[src/rtl/enigma_rotor_ctrl.sv]
// Rotor stepping front end for the enigma_1 pipeline: registers each letter with its stepped rotor positions
// and supplies per-rotor delay lines. Define ENIGMA_DOUBLE_STEP_EN for the historical middle-rotor double step.
module enigma_rotor_ctrl #(
    parameter int R1_INIT_VALUE = 1,
    parameter int R2_INIT_VALUE = 1,
    parameter int R3_INIT_VALUE = 1,
    parameter int R1_NOTCH      = 17,
    parameter int R2_NOTCH      = 5,
    parameter int LETTERS       = 26
) (
    input  logic            clk_i,
    input  logic            rst_i,
    input  logic            rotors_rst_i,
    input  logic            pos_load_i,
    input  logic [6:0]      r1_load_i,
    input  logic [6:0]      r2_load_i,
    input  logic [6:0]      r3_load_i,
    input  logic [6:0]      in_symb_i,
    input  logic            in_val_i,
    output logic [6:0]      out_symb_o,
    output logic            en_val_o,
    output logic [6:0]      r1_o,
    output logic [5:1][6:0] r1_d_o,
    output logic [6:0]      r2_o,
    output logic [4:1][6:0] r2_d_o,
    output logic [6:0]      r3_o,
    output logic [3:1][6:0] r3_d_o,
    output logic            err_o
);
    localparam logic [6:0] R1I = 7'(R1_INIT_VALUE);
    localparam logic [6:0] R2I = 7'(R2_INIT_VALUE);
    localparam logic [6:0] R3I = 7'(R3_INIT_VALUE);
    localparam logic [6:0] N1  = 7'(R1_NOTCH);
    localparam logic [6:0] N2  = 7'(R2_NOTCH);
    localparam logic [6:0] LTR = 7'(LETTERS);

    logic [6:0]      r1_q, r2_q, r3_q, symb_q;
    logic [6:0]      r1_d, r2_d, r3_d, symb_d;
    logic            en_q, en_d, err_q, err_d;
    logic [5:1][6:0] r1_dl_q;
    logic [4:1][6:0] r2_dl_q;
    logic [3:1][6:0] r3_dl_q;
    logic            r2_step, r3_step, letter_ok, load_ok;

    function automatic logic [6:0] step(input logic [6:0] p);
        return (p == LTR) ? 7'd1 : p + 7'd1;
    endfunction

    function automatic logic in_range(input logic [6:0] v);
        return (v != 7'd0) && (v <= LTR);
    endfunction

`ifdef ENIGMA_DOUBLE_STEP_EN
    // Middle rotor also kicks itself (and the slow rotor) off its own notch.
    assign r2_step = (r1_q == N1) || (r2_q == N2);
`else
    assign r2_step = (r1_q == N1);
`endif
    assign r3_step   = r2_step && (r2_q == N2);
    assign letter_ok = in_range(in_symb_i);
    assign load_ok   = in_range(r1_load_i) && in_range(r2_load_i) && in_range(r3_load_i);

    always_comb begin
        r1_d   = r1_q;
        r2_d   = r2_q;
        r3_d   = r3_q;
        symb_d = symb_q;
        en_d   = 1'b0;
        err_d  = 1'b0;
        if (rotors_rst_i) begin
            r1_d = R1I;
            r2_d = R2I;
            r3_d = R3I;
        end else if (pos_load_i) begin
            if (load_ok) begin
                r1_d = r1_load_i;
                r2_d = r2_load_i;
                r3_d = r3_load_i;
            end else begin
                err_d = 1'b1;
            end
        end else if (in_val_i) begin
            if (letter_ok) begin
                r1_d   = step(r1_q);
                r2_d   = r2_step ? step(r2_q) : r2_q;
                r3_d   = r3_step ? step(r3_q) : r3_q;
                symb_d = in_symb_i;
                en_d   = 1'b1;
            end else begin
                err_d = 1'b1;
            end
        end
    end

    always_ff @(posedge clk_i or posedge rst_i) begin
        if (rst_i) begin
            r1_q    <= R1I;
            r2_q    <= R2I;
            r3_q    <= R3I;
            symb_q  <= 7'd0;
            en_q    <= 1'b0;
            err_q   <= 1'b0;
            r1_dl_q <= {5{R1I}};
            r2_dl_q <= {4{R2I}};
            r3_dl_q <= {3{R3I}};
        end else begin
            r1_q   <= r1_d;
            r2_q   <= r2_d;
            r3_q   <= r3_d;
            symb_q <= symb_d;
            en_q   <= en_d;
            err_q  <= err_d;
            // Delay lines free-run so each encoder stage sees the positions of its in-flight letter.
            r1_dl_q[1] <= r1_q;
            r2_dl_q[1] <= r2_q;
            r3_dl_q[1] <= r3_q;
            for (int k = 2; k <= 5; k++) r1_dl_q[k] <= r1_dl_q[k-1];
            for (int k = 2; k <= 4; k++) r2_dl_q[k] <= r2_dl_q[k-1];
            for (int k = 2; k <= 3; k++) r3_dl_q[k] <= r3_dl_q[k-1];
        end
    end

    assign out_symb_o = symb_q;
    assign en_val_o   = en_q;
    assign err_o      = err_q;
    assign r1_o       = r1_q;
    assign r2_o       = r2_q;
    assign r3_o       = r3_q;
    assign r1_d_o     = r1_dl_q;
    assign r2_d_o     = r2_dl_q;
    assign r3_d_o     = r3_dl_q;
endmodule
[config.mk]
export PLATFORM = sky130hd
export DESIGN_NAME = enigma_rotor_ctrl
export DESIGN_NICKNAME = d
export VERILOG_FILES = /design/src/rtl/enigma_rotor_ctrl.sv
export SDC_FILE = /design/constraint.sdc
export NUM_CORES = 1
export LEC_CHECK = 0
export CORE_UTILIZATION = 30
export DETAILED_ROUTE_END_ITERATION = 6
export PLACE_DENSITY = 0.66
export SLEW_MARGIN = 20
export SYNTH_ARGS = -nofsm -noshare
export SYNTH_HDL_FRONTEND = slang
export SYNTH_SLANG_ARGS = --single-unit
[constraint.sdc]
create_clock -name clk_i -period 5.77 [get_ports clk_i]
set_clock_uncertainty 0.15 [all_clocks]
set_input_delay 1.154 -clock clk_i [delete_from_list [all_inputs] [get_ports clk_i]]
set_output_delay 1.154 -clock clk_i [all_outputs]
set_load 0.02 [all_outputs]
==> results by group <==
Synth
  • Top post-synthesis cells by area: dfrtp_1 59%, dfstp_2 9.5%, ha_1 2.4%, a21oi_1 1.9%, nor2_1 1.8%
  • Synth area leader: dfrtp_1
  • Yosys top cell area share: 59.4%
  • Top_reg_cell synth: dfrtp_1
  • Synth cell count leaders: 99 x dfrtp_1, 20 x nor2_1, 18 x inv_1, 16 x a21oi_1, 15 x dfstp_2
  • EDFF count, synth: 0
  • Synthesized net count: 350
  • Fraction of registers with async set/reset: 100%
  • Most common cell in the synthesized netlist: dfrtp_1
  • Syn_area_per_cell: 13.5 µm²
  • Post-synthesis register bit count: 114
  • Yosys cell types: 55
  • Synth Instances: 309
  • Post-synth design cell area: 4170 µm²
  • Sequential fraction of the synthesis area: 68.9%
  • Number of synthesis warnings: 0

Route
  • Vias: 3222
  • Met2 routed WL: 5.06 mm
  • Total routed wirelength: 10.6 mm
  • Met3 wire len: 918 µm
  • Routed Antenna Nets: 0
  • Post-DR vias/cell: 4.93
  • First-pass detailed-route iteration total: 4
  • Initial detailed-routing violation count: 168
  • DR top layer: met4
  • # DRC: 0
  • Wl on met1: 4.47 mm
  • Drt wl/cell: 16.2 µm

Die
  • Core Area: 13400 µm²
  • Die width: 120 µm
  • Die area: 14400 µm²
  • Die Y: 120 µm
  • IO Count: 147
  • Site Rows: 42
  • Initial Util: 31.1%

Finish
  • Post-Layout Cell Count: 654
  • Layout cells sized above 1: 12.8%
  • Antenna Cells: 0
  • Final core occ: 47.6%
  • Area Growth Syn to Fin: 52.9%
  • Net total in the final layout: 506
  • # fillers: 1222

Clock tree
  • Worst-path clk slew: 50 ps
  • Root Driver: clkbuf_16
  • CTS resizes: 0
  • Skew-Pair Late Insertion Delay: 400 ps
  • CTS Hold Bufs: 0
  • TritonCTS Buffers: 17
  • Total setup buffers inserted after CTS: 0
  • Num Clock Sinks: 114
  • CTS tree: done
  • H-tree lvl count: 4
  • CTS Buffer Depth: 2

Setup path
  • Reg2reg start: r1_o[2]
  • Setup crit end kind: flop
  • Reg-to-Reg End: r3_o[1]
  • Crit path from: pos_load_i
  • Worst EP arrival: 3540 ps
  • CP startpoint kind: primary input
  • Worst EP required: 5940 ps
  • FF-to-FF path depth: 5
  • R2R setup slack: 3340 ps
  • WS Path Type: in -> reg
  • Crit-path max FO: 20

STA
  • Max_slew headroom: 35.1%
  • Slew Viols, Final: 0
  • Worst Tran Pin Value: 972 ps
  • RSZ-0062 raised after global routing: false
  • Tcrit/Tclk final: 58.3%
  • Min Tclk post-route: 3360 ps
  • Worst hold margin: 213 ps
  • Setup Viol. Count Final: 0
  • Total negative slack: 0 ps
  • Hold Fails Final Rpt: 0
  • Highest clock rate: 297 MHz

Place
  • Placed instance count: 622
  • Final HPWL DP: 7.54 mm
  • Routability-driven placement congestion ratio: 0.881
  • Port Buf Inserts: 146

GRT
  • Vias in the first global route: 3265
  • Pin count of the biggest net entering global routing: 82
  • First-pass GRT wire length: 16.7 mm
  • Overall Global Routing Usage: 15.4%
  • Overflow after GRT: 0
  • Initial antenna violation count: 0

Run
  • Max-cap violation count: 0

Worst hold path
  • Hold_sp: r2_d_o[14]
  • Worst Hold Depth: 0
  • Worst hold endpoint: r2_d_o[21]
  • Worst Hold Class: reg -> reg

Outcome
  • Status: complete, no violations

Pwr
  • Leakage: 0.00275 µW
  • IR drop worst, VDD: 0.000180 V
  • Tot Pwr: 2430 µW
  • Pwr per Cell Area: 381 nW/µm²
==> where the power goes <==
group          leakage (µW)  internal, µW  switching, µW
sequential          0.00147           914           71.9
clock              0.000271           634            327
combinational       0.00101           231            251
==> critical path, stage by stage <==
cell and delay (ps):
clkdlybuf4s50_1 750, or2_2 520, a21oi_2 560, a21o_1 320
mux2i_1 230
==> how the worst max path moves through the flow <==
stage	cells after the start	slack (ps)	to
6_report	5	2410	r2_o[1]
5_1_grt	5	2320	r2_o[1]
4_1_cts	5	2490	r2_o[0]
3_5_place_dp	5	2080	r2_o[0]
3_3_place_gp	5	2150	r2_o[1]
2_1_floorplan	1	1480	en_val_o
==> routing by layer <==
metal	global-route usage [%]	up-vias
met5	0	-
met3	6.94	13
met4	5.47	0
met2	23.9	176
li1	-	1437
met1	18.8	1596
==> flip-flops by register name (all words and copies together) (netlist names) <==
name / cells
r1_d_o: 35
r2_d_o: 28
r3_d_o: 21
out_symb_o: 7
r1_o: 7
r2_o: 7
r3_o: 7
en_val_o: 1
err_o: 1
==> final cells by class <==
cell class              instances  area (µm²)  area share [%]
clock buffers                  27         503            7.89
clock inverters                 5        52.6           0.824
inverters                      18        72.6            1.14
multi-input cells             167        1190            18.6
flip-flops and latches        114        2870            45.0
well taps                     176         220            3.45
repair buffers                147        1470            23.0
==> metrics by stage <==
step / cell area (µm²) / setup slack [ps]
final: 6380 / 2410
after global routing: 6380 / 2320
after CTS: 6370 / 2490
after detailed placement: 5820 / 2080
after global placement: 5820 / 2150
after floorplan: 4170 / 1480
==> cells by family after synthesis <==
family,after synthesis,share of synthesized area (%)
DFF,114,68.9
adders and majority gates,8,2.40
AOI/OAI and AO/OA,72,13.1
buffers and inverters,28,2.67
muxes,11,2.82
and+or+nand+nor,76,10.2
==> cell usage in the layout, fill, tap and decap left out, types with 5 or more instances in the layout <==
master	synthesis	routed
clkdlybuf4s50_1	0	146
mux2i_1	5	5
o22ai_1	6	6
nor2_1	20	20
clkbuf_1	7	6
o31ai_1	7	7
nand3_1	11	11
mux2_2	5	5
a21oi_1	16	16
clkbuf_16	0	17
dfstp_2	15	15
nand2_1	9	9
ha_1	8	8
dfrtp_1	99	99
inv_1	18	17
nor3_1	5	5
No activity file was read; power rests on OpenSTA's default activity.
